$ cat config.mk
export PLATFORM = sky130hd
export DESIGN_NAME = piero_scan
export DESIGN_NICKNAME = d
export VERILOG_FILES = /design/src/rtl/piero_pkg.sv /design/src/rtl/piero_prio_enc.sv /design/src/rtl/piero_scan.sv
export SDC_FILE = /design/constraint.sdc
export NUM_CORES = 1
export LEC_CHECK = 0
export ABC_AREA = 1
export CORE_ASPECT_RATIO = 0.8
export CORE_UTILIZATION = 47
export DETAILED_ROUTE_END_ITERATION = 6
export GPL_TIMING_DRIVEN = 0
export PLACE_DENSITY_LB_ADDON = 0.3
export SLEW_MARGIN = 20
export SYNTH_ARGS = -nofsm -noshare
export SYNTH_HDL_FRONTEND = slang
export SYNTH_SLANG_ARGS = --single-unit
export TNS_END_PERCENT = 20
$ cat constraint.sdc
create_clock -name clk -period 1.99 [get_ports clk]
set_clock_uncertainty 0.1 [all_clocks]
set_input_delay 0.2985 -clock clk [delete_from_list [all_inputs] [get_ports clk]]
set_output_delay 0.2985 -clock clk [all_outputs]
set_load 0.05 [all_outputs]
$ cat src/rtl/piero_pkg.sv
// ---------------------------------------------------------------------------
// piero_pkg
// Shared types and helpers for the piero_scan priority scanner.
//   state_t        : scanner FSM states (IDLE, SCAN)
//   PRIO_*_FIRST   : values for the MSB_FIRST parameter
//   idx_width()    : index width for a W-bit vector ($clog2, never below 1)
// ---------------------------------------------------------------------------
package piero_pkg;

    typedef enum logic {
        IDLE = 1'b0,
        SCAN = 1'b1
    } state_t;

    localparam bit PRIO_LSB_FIRST = 1'b0;
    localparam bit PRIO_MSB_FIRST = 1'b1;

    function automatic int idx_width(input int w);
        return (w <= 2) ? 1 : $clog2(w);
    endfunction

endpackage

$ cat src/rtl/piero_prio_enc.sv
// ---------------------------------------------------------------------------
// piero_prio_enc
// Combinational parametrised priority encoder.
// Parameters:
//   W         : input vector width
//   MSB_FIRST : 1 selects the highest set bit, 0 the lowest
// Ports:
//   vec (in,  W)  : request vector
//   idx (out, IW) : index of the priority bit (0 when vec is all-zero)
//   any (out, 1)  : at least one bit of vec is set
// ---------------------------------------------------------------------------
module piero_prio_enc
    import piero_pkg::*;
#(
    parameter int W         = 16,
    parameter bit MSB_FIRST = PRIO_MSB_FIRST,
    localparam int IW       = idx_width(W)
) (
    input  logic [W-1:0]  vec,
    output logic [IW-1:0] idx,
    output logic          any
);

    // The loop direction is chosen so that the winning bit is the last one
    // assigned: walking upward leaves the highest set bit, downward the lowest.
    always_comb begin
        // NOTE: every output gets a default before the loop so no path leaves
        // it unassigned, which would otherwise infer a latch.
        idx = '0;
        any = |vec;
        if (MSB_FIRST) begin
            for (int i = 0; i < W; i++) begin
                if (vec[i]) idx = IW'(i);
            end
        end else begin
            for (int i = W - 1; i >= 0; i--) begin
                if (vec[i]) idx = IW'(i);
            end
        end
    end

endmodule

$ cat src/rtl/piero_scan.sv
// ---------------------------------------------------------------------------
// piero_scan
// Captures a W-bit request vector and emits the index of every set bit, one
// per valid/ready handshake, in priority order. Each index is also decoded
// one-hot over LIMIT outputs, with err raised for indices >= LIMIT.
// Optional feature macro: PIERO_SCAN_ABORT_EN (adds the abort input).
// Ports:
//   clk        (in,  1)     : clock
//   rst_n      (in,  1)     : synchronous active-low reset
//   load       (in,  1)     : capture vec_in (only honoured in IDLE)
//   vec_in     (in,  W)     : request vector
//   abort      (in,  1)     : drop the current scan (PIERO_SCAN_ABORT_EN only)
//   busy       (out, 1)     : high while scanning
//   out_valid  (out, 1)     : idx/onehot/err are valid
//   out_ready  (in,  1)     : consumer accepts the current index
//   idx        (out, IW)    : index of the current priority bit
//   onehot     (out, LIMIT) : one-hot decode of idx, zero when err
//   err        (out, 1)     : idx >= LIMIT, qualified by out_valid
//   done       (out, 1)     : pulse, last index accepted
//   empty      (out, 1)     : pulse, an all-zero vector was loaded
// ---------------------------------------------------------------------------
module piero_scan
    import piero_pkg::*;
#(
    parameter int W         = 16,
    parameter int LIMIT     = 10,
    parameter bit MSB_FIRST = PRIO_MSB_FIRST,
    localparam int IW       = idx_width(W)
) (
    input  logic             clk,
    input  logic             rst_n,
    input  logic             load,
    input  logic [W-1:0]     vec_in,
`ifdef PIERO_SCAN_ABORT_EN
    input  logic             abort,
`endif
    output logic             busy,
    output logic             out_valid,
    input  logic             out_ready,
    output logic [IW-1:0]    idx,
    output logic [LIMIT-1:0] onehot,
    output logic             err,
    output logic             done,
    output logic             empty
);

    state_t           r_state;
    logic [W-1:0]     r_rem;
    logic             r_done;
    logic             r_empty;

    logic [IW-1:0]    w_idx;
    logic             w_any;
    logic [W-1:0]     w_mask;
    logic [W-1:0]     w_rem_next;
    logic             w_in_range;
    logic [LIMIT-1:0] w_onehot;
    logic             w_abort;

`ifdef PIERO_SCAN_ABORT_EN
    assign w_abort = abort;
`else
    assign w_abort = 1'b0;
`endif

    piero_prio_enc #(
        .W         (W),
        .MSB_FIRST (MSB_FIRST)
    ) u_prio_enc (
        .vec (r_rem),
        .idx (w_idx),
        .any (w_any)
    );

    // Remainder with the current priority bit removed. idx never exceeds W-1,
    // so the shift always lands inside the vector.
    assign w_mask     = {{(W-1){1'b0}}, 1'b1} << w_idx;
    assign w_rem_next = r_rem & ~w_mask;

    assign w_in_range = (32'(w_idx) < LIMIT);

    always_comb begin
        w_onehot = '0;
        for (int i = 0; i < LIMIT; i++) begin
            if (w_any && (32'(w_idx) == i)) w_onehot[i] = 1'b1;
        end
    end

    // The remainder is non-zero exactly while in SCAN, so out_valid can come
    // straight from the encoder's any flag.
    assign busy      = (r_state == SCAN);
    assign out_valid = w_any;
    assign idx       = w_idx;
    assign onehot    = w_onehot;
    assign err       = w_any && !w_in_range;
    assign done      = r_done;
    assign empty     = r_empty;

    // NOTE: state registers use non-blocking assignments so every register
    // samples the pre-edge values regardless of statement order.
    always_ff @(posedge clk) begin
        if (!rst_n) begin
            r_state <= IDLE;
            r_rem   <= '0;
            r_done  <= 1'b0;
            r_empty <= 1'b0;
        end else begin
            r_done  <= 1'b0;
            r_empty <= 1'b0;
            case (r_state)
                IDLE: begin
                    if (load) begin
                        if (vec_in != '0) begin
                            r_rem   <= vec_in;
                            r_state <= SCAN;
                        end else begin
                            r_empty <= 1'b1;
                        end
                    end
                end
                SCAN: begin
                    // abort wins over a handshake in the same cycle
                    if (w_abort) begin
                        r_rem   <= '0;
                        r_state <= IDLE;
                    end else if (out_ready) begin
                        r_rem <= w_rem_next;
                        if (w_rem_next == '0) begin
                            r_state <= IDLE;
                            r_done  <= 1'b1;
                        end
                    end
                end
            endcase
        end
    end

endmodule
Word level (Yosys, flattened, before mapping) --
Cells that the tools add are included.
Cells by class: reductions and logical operators 19, order comparisons 1, multipliers 0, add/subtract/negate cells 0, div/mod/pow operators 0, bitwise gates (word level) 5, equal/unequal tests 12, shift operators 1, muxes and demuxes 36
Operators by type and width (number):
- 16-bit 2-to-1 mux | 3
- 4-bit 2-to-1 mux | 8
- 16-bit one-hot mux with 2 select lines | 1
- 1-bit 2-to-1 mux | 17
- 16-bit AND | 1
- 4-bit by 3-bit == test with 1-bit output, second input constant | 4
- 16-bit zero test | 1
- 16-bit inverter | 1
- 16-bit nonzero test | 1
- 16-bit OR reduction | 1
- 1-bit by 4-bit left shift with 16-bit output, first input constant | 1
- 3-bit 2-to-1 mux | 4
- 1-bit logical AND | 11
- 4-bit by 2-bit == test with 1-bit output, second input constant | 2
- 4-bit == test, second input constant | 2
- 2-bit != test, second input constant | 3
- 3-bit AND reduction | 2
- 4-bit by 1-bit == test with 1-bit output, second input constant | 1
- 4-bit zero test | 1
- 4-bit less-than comparator, second input constant | 1
- 2-bit 2-to-1 mux | 2
- 1-bit inverter | 3
- 3-bit OR reduction | 1
- 1-bit one-hot mux with 2 select lines | 1
- 1-bit zero test | 1
Word-level totals: flip-flop bits (word level) 19, memories kept 0, bits in latches 0, bits in read-only memories 0, output and inout port bits 19, bits of input ports 20, bits in writable memories 0

Longest topological paths before layout --
Gate-level depths: netlist (run 1).
depth after elaboration 22, mapped depth 22, mapped depth without buffers 22

Hierarchy --
Synthesis (run 1) repeated with hierarchy kept, for this count alone.
Second synthesis, totals: cells, all modules 282, area, all modules 1506.4 µm²
By module, submodules not included:
- piero_scan | area an instance 1315.0 µm², times used 1, cells each 234
- piero_prio_enc | area an instance 191.4 µm², times used 1, cells each 48

Least setup slack after synthesis (run 1) --
OpenSTA, ideal clock, no wires.
path type reg-to-output, start point register r_rem[14], end point output onehot[0], setup slack -273 ps, path buffers 0, cell stages (with the launch flop) 10, arrival time 1864 ps, data required time 1591 ps, cell sequence dfxtp_1 > nor2_1 > inv_2 > nor3_4 > inv_2 > nor2_2 > inv_2 > nor2_4 > nand4_1 > nor2_1
On the way: word-level cells in the longest chain between the ends 5
RTL lines:
- from (decl) | line piero_scan.sv:48 | logic [W-1:0] r_rem;
- from (signal assigned) | line piero_scan.sv:114 | r_rem <= vec_in;
- from (signal assigned) | line piero_scan.sv:127 | r_rem <= w_rem_next;
- 4-bit 2-to-1 mux (2 in series) | line piero_prio_enc.sv:33 | if (vec[i]) idx = IW'(i);
- named net idx[3] | line piero_scan.sv:40 | output logic [IW-1:0] idx,
- 4-bit zero test | line piero_scan.sv:85 | if (w_any && (32'(w_idx) == i)) w_onehot[i] = 1'b1;
- 1-bit logical AND | line piero_scan.sv:85
- 1-bit 2-to-1 mux | line piero_scan.sv:85
- to (decl) | line piero_scan.sv:41 | output logic [LIMIT-1:0] onehot,
The timed path passes the listed nets, and every way through them passes these cells.

Final worst setup path (run 1) --
start point register r_rem[2], end point output onehot[6]
On the way: word-level cells in the longest chain between the ends 17
RTL lines (line):
- 2-bit 2-to-1 mux (2 in series) | piero_prio_enc.sv:33
- 3-bit 2-to-1 mux (4 in series) | piero_prio_enc.sv:33
- 4-bit 2-to-1 mux (8 in series) | piero_prio_enc.sv:33
- 4-bit by 3-bit == test with 1-bit output | piero_scan.sv:85
- 1-bit logical AND (*) | piero_scan.sv:85
- 1-bit 2-to-1 mux (*) | piero_scan.sv:85
Mark *: on every way between the ends. The rest lies on a longest branch, timed or not.

==> qor.yml, run 1 <==
placed_area_mm2: 0.00173
status: "complete, but fails checks"
layout_common_cells: "nand2_1, inv_1, clkdlybuf4s50_1, o21ai_0, a21oi_1"
num_antenna_cells: 0
fp-row-count: 16
antenna_found_initial: 0
min_period_over_period_pct: 121
area_delta_synth_final_pct: 51.2
setup_viol: 20
clkLatencyLatePin_ns: 0.32
synthesis.nets: 226
cp_num_buf_inv: 3
critPathArrivalTime_ns: 2.02
hold_viol: 0
path_cells: "inv_2 > nand2_1 > nand2_1 > nand2_1 > nand2_1 > nand2_1 > nand2_2 > nand2_1 > nand2_1 > nand2_1 > nand2_2 > nand2_4 > nand2_4 > nand2_4 > nand4_1 > inv_1 > buf_6"
gp_congestion: 0.880
final_area_mm2: 0.00197
final_cells: 296
endpoint_kind: "primary output"
crit_fanout: 5
clk_path_buf_depth: 2
violations: "setup timing"
fin_crit_ns: 2.41
grt_pass1_vias: 1578
finalWorstSetupSlack_ns: -0.424
hold_path_class: "reg -> reg"
tightest_slew_ns: 0.581
die_area_mm2: 0.00299
place_hpwl_mm: 2.99
grt_setup_unrepaired: "yes"
dpl.cell_count: 280
clockRootBuffer: "clkbuf_4"
grt-ovfl-total: 0
critPathRequiredTime_ns: 1.59
worst_path_largest_cell_delay_ns: 0.39
die_width_um: 60.9
grt_pass1_wl_mm: 7.04
cts_tree: "done"
layout.nets: 281
yosys_warnings: 0
drc_errors: 0
routed_wirelength_mm: 4.62
cp_common_cell: "nand2_1"
drt_iter0_drc: 154
maxCapViolCount: 0
max_freq_ghz: 0.414
dr.pass1.iters: 5
numCtsBuffers: 3
synth_area_mm2: 0.00131
portBuffers: 38
fillCellCount: 183
drive_above_1_share_pct: 30.4
viasPerCell: 5.71
finalMaxSlewViolations: 0
leakagePower_nw: 0.871
netlist_instances: 206
grt_max_degree: 11
die_y_um: 49.1
ys_types: 26
grt_usage_pct: 32.1
powerDensity_mw_per_mm2: 781
mostFrequentLayoutCell: "nand2_1"
start_util_pct: 51.3
htree_num_levels: 1
avgSynthCellArea_um2: 6.33
wire_per_inst_um: 15.6
crit_slowest_cell: "dfxtp_4"
ys_seq_area_share_pct: 29.1
ys_seq_elements: 19
critPathLaunchType: "flop"
path_class: "reg -> out"
io-pin-count: 39
dr_total_vias: 1690
cts_sinks: 19
vdd_drop_max_mv: 0.436
antenna_left: 0
maxSlewHeadroom_pct: 61.3
cp_top_family: "simple AND/OR/NAND/NOR gates"
path_clk_slew_ns: 0.11
core_mm2: 0.00254
[report_power, final]
part           internal, W  leakage [nW]  switching (W)
Sequential        0.000421         0.160      0.0000471
Combinational     0.000308         0.697       0.000550
Clock            0.0000786        0.0150       0.000136
[timing repair]
action,4_1_cts,5_1_grt
endpoints found under the setup margin,35,34
gates resized for setup,113,22
pin swaps,8,5
buffers inserted,8,4
hold buffers,0,0
[layer usage]
layer  global-route usage [%]  wire [um]  vias to the layer above
met5                        0          0                        -
met4                     11.0         49                        0
met3                     6.63        463                        8
met2                     51.1       2180                      117
met1                     42.6       1930                      775
li1                         -          -                      790
[path summary, 6_finish.rpt]
path / from / end / slack, ns / cells past startpoint
hold reg to reg: r_rem[6] / r_rem[6] / 0.40 / 2
setup / recovery: r_rem[2] / onehot[6] / -0.42 / 17
hold / removal: r_rem[6] / r_rem[6] / 0.40 / 2
setup reg to reg: r_rem[2] / busy / -0.31 / 22
[synth_stat cells]
library cell | count | area [um^2]
buf_2 | 1 | 5.00
o21ai_1 | 1 | 5.00
clkinv_1 | 2 | 7.51
nand4_1 | 7 | 43.8
a31oi_2 | 1 | 12.5
nand2_1 | 54 | 203
nor2_4 | 2 | 22.5
nand3_2 | 4 | 40.0
nand2_2 | 3 | 18.8
clkbuf_1 | 5 | 18.8
inv_2 | 5 | 18.8
nor3_4 | 1 | 16.3
inv_1 | 26 | 97.6
nor4_1 | 5 | 31.3
nor2_1 | 7 | 26.3
nand2_4 | 2 | 22.5
nand3_1 | 10 | 50.1
a21oi_1 | 16 | 80.1
dfxtp_1 | 19 | 380
nor3_2 | 1 | 10.0
a211oi_1 | 2 | 15.0
o21ai_0 | 23 | 115
nor2_2 | 3 | 18.8
o211ai_1 | 4 | 30.0
nand3b_1 | 1 | 7.51
a21oi_2 | 1 | 8.76
[area by class of cell]
cell class	count	area [um^2]	share of cell area (%)
plain buffers	6	28.8	1.46
multi-input cells	148	867	43.9
well taps	36	45.0	2.28
inverters	33	126	6.40
flip-flops and latches	19	392	19.8
clock buffers	4	26.3	1.33
repair buffers	50	488	24.7
[cells by family after synthesis]
logic type / after synthesis / share of synthesized area [%]
AO/OA/AOI/OAI: 48 / 20.4
buffers and inverters: 39 / 11.3
flip-flops: 19 / 29.1
AND/OR/NAND/NOR: 100 / 39.1
[through the flow]
step / utilization, % / hold WS, ns / total power (W) / setup WS, ns / TNS [ns]
after floorplan: - / 0.337 / 0.000956 / -0.124 / -0.338
after global placement: 68.2 / 0.389 / 0.00116 / -0.624 / -13.47
after detailed placement: 68.2 / 0.386 / 0.00117 / -0.639 / -14.01
after CTS: 74.2 / 0.397 / 0.00144 / -0.327 / -3.26
after global routing: 77.6 / 0.434 / 0.00161 / -0.517 / -7.68
final: 77.6 / 0.401 / 0.00154 / -0.424 / -5.12
[sequential cells by signal (all words and copies together) (netlist names)]
signal	flops
r_rem	16
empty	1
busy	1
done	1
[worst min-delay path: cells and delay by family (launching register included)]
family	cells	cell delay [ns]
AND/OR/NAND/NOR	1	0.07
AO/OA/AOI/OAI	1	0.06
flip-flops	1	0.34
No activity file was read; power rests on OpenSTA's default activity.
==> run 2: changes to the inputs <==
--- a/config.mk
+++ b/config.mk
@@ -9,3 +9,4 @@
 export CORE_ASPECT_RATIO = 0.8
-export CORE_UTILIZATION = 47
+export CORE_UTILIZATION = 48
+export CTS_BUF_LIST = sky130_fd_sc_hd__clkbuf_4
 export DETAILED_ROUTE_END_ITERATION = 6
==> constraint.sdc (replaced) <==
create_clock -name clk -period 1.99 [get_ports clk]
set_clock_uncertainty 0.1 [all_clocks]
set_input_delay 0.398 -clock clk [delete_from_list [all_inputs] [get_ports clk]]
set_output_delay 0.398 -clock clk [all_outputs]
set_load 0.05 [all_outputs]
==> run 2 against run 1 <==
  * The run still ends with setup timing left
  * Critical path depth is 8 lower
  * Final cell count fell by 1.7%
  * Sequential cell count unchanged
  * Clock power decreased by 3%
  * Critical endpoint is now onehot[0]
  * Sequential power shrank 0.9%
==> qor.yml, run 2 (synthesis gave the netlist of run 1 again) <==
status: "complete, but fails checks"
violations: "setup timing"
cts_tree: "done"
clkLatencyLatePin_ns: 0.32
max_freq_ghz: 0.400
mostFrequentLayoutCell: "nand2_1"
grt_max_degree: 12
vdd_drop_max_mv: 0.493
antenna_found_initial: 0
drive_above_1_share_pct: 26.7
area_delta_synth_final_pct: 47.4
top_layer: "met4"
die_width_um: 60.3
cp_top_family: "simple AND/OR/NAND/NOR gates"
htree_num_levels: 1
routed_wirelength_mm: 4.12
dr_total_vias: 1644
hold_viol: 0
clk_path_buf_depth: 2
critPathLaunchType: "flop"
reg2reg_slack_ns: -0.37
layout_common_cells: "nand2_1, inv_1, o21ai_0, clkdlybuf4s50_1, a21oi_1"
max_flop_register: "r_rem"
core_mm2: 0.00250
leakagePower_nw: 0.843
portBuffers: 38
crit_fanout: 7
setup_viol: 23
drt_iter0_drc: 143
wire_per_inst_um: 14.2
layout.nets: 276
clockRootBuffer: "clkbuf_4"
crit_slowest_cell: "dfxtp_4"
fp-row-count: 16
place_hpwl_mm: 2.90
viasPerCell: 5.65
endpoint_kind: "primary output"
maxSlewHeadroom_pct: 65.5
dr.pass1.iters: 5
antenna_left: 0
detail_route.wirelength.met1_mm: 1.75
maxCapViolCount: 0
cts_sinks: 19
grt-ovfl-total: 0
die_y_um: 48.6
gp_congestion: 0.874
path_clk_slew_ns: 0.11
grt_usage_pct: 28.6
grt_setup_unrepaired: "yes"
tightest_slew_ns: 0.518
cp_num_buf_inv: 2
wl_met2_mm: 1.84
cp_common_cell: "buf_6"
num_antenna_cells: 0
path_class: "reg -> out"
largest_reg_flops: 16
io-pin-count: 39
hold_path_class: "reg -> reg"
drc_errors: 0
critPathArrivalTime_ns: 2.00
start_util_pct: 52.2
critPathRequiredTime_ns: 1.49
hold_slack_ns: 0.395
worst_path_largest_cell_delay_ns: 0.37
min_period_over_period_pct: 126
finalWorstSetupSlack_ns: -0.509
numCtsBuffers: 3
powerDensity_mw_per_mm2: 768
die_area_mm2: 0.00293
path_cells: "buf_6 > o21ai_2 > nand3_1 > nand2_1 > nand2_2 > a31oi_4 > nand4_1 > nor2_2 > buf_6"
dr_wl_met3_um: 456
finalMaxSlewViolations: 0
fin_crit_ns: 2.50
timing.setup.tns_ns: -6.94
grt_pass1_wl_mm: 6.26
grt_pass1_vias: 1361
## run 2: cell types whose count changed in the layout (fill, tap and decap cells not counted), sizes merged
cell           delta
buf               -5
clkinv            +1
clkdlybuf4s15     +2
clkbuf            -3
## run 2: area by class of cell
class                      count  area, um^2
buffer                         6        27.5
clock buffer                   3        22.5
clock inverter                 1        5.00
fill                         188         579
inverter                      33         126
multi-input combinational    148         858
sequential                    19         390
tap                           36        45.0
timing repair buffer          45         448
## run 2: metrics by stage
stage	total power [W]	instance area, um^2	cells	setup slack, ns	util [%]
final	0.00148	1920	291	-0.509	76.9
after global routing	0.00156	1920	291	-0.639	76.9
after CTS	0.00140	1840	287	-0.414	73.7
after detailed placement	0.00116	1730	280	-0.741	69.3
after global placement	0.00116	1730	280	-0.698	69.3
after floorplan	0.000956	1310	206	-0.224	-
## run 2: repair_timing
action	CTS	global route
hold buffers	0	0
pin swaps	2	4
setup endpoints to repair	35	34
resized for setup	107	16
setup buffers	3	4
## run 2: layer usage
metal	track usage, %	vias to the layer above
met1	41.7	750
met5	0	-
li1	-	785
met3	6.15	10
met2	40.8	99
met4	10.1	0
## run 2: where the power goes
part / total (W) / leakage, nW / switching, W / internal (W)
combinational: 0.000804 / 0.666 / 0.000529 / 0.000275
clock: 0.000208 / 0.0177 / 0.000132 / 0.0000754
sequential: 0.000464 / 0.159 / 0.0000447 / 0.000420
## run 2: worst min-delay path, stage by stage (launching register included)
cell and delay [ns]:
dfxtp_2 0.35, nand2_1 0.06, a21oi_1 0.06
## run 2: path summary, 6_finish.rpt
check / cells past startpoint / from / end
min: 2 / r_rem[14] / r_rem[14]
max reg2reg: 16 / r_rem[2] / busy
min reg2reg: 2 / r_rem[14] / r_rem[14]
max: 9 / r_rem[2] / onehot[0]
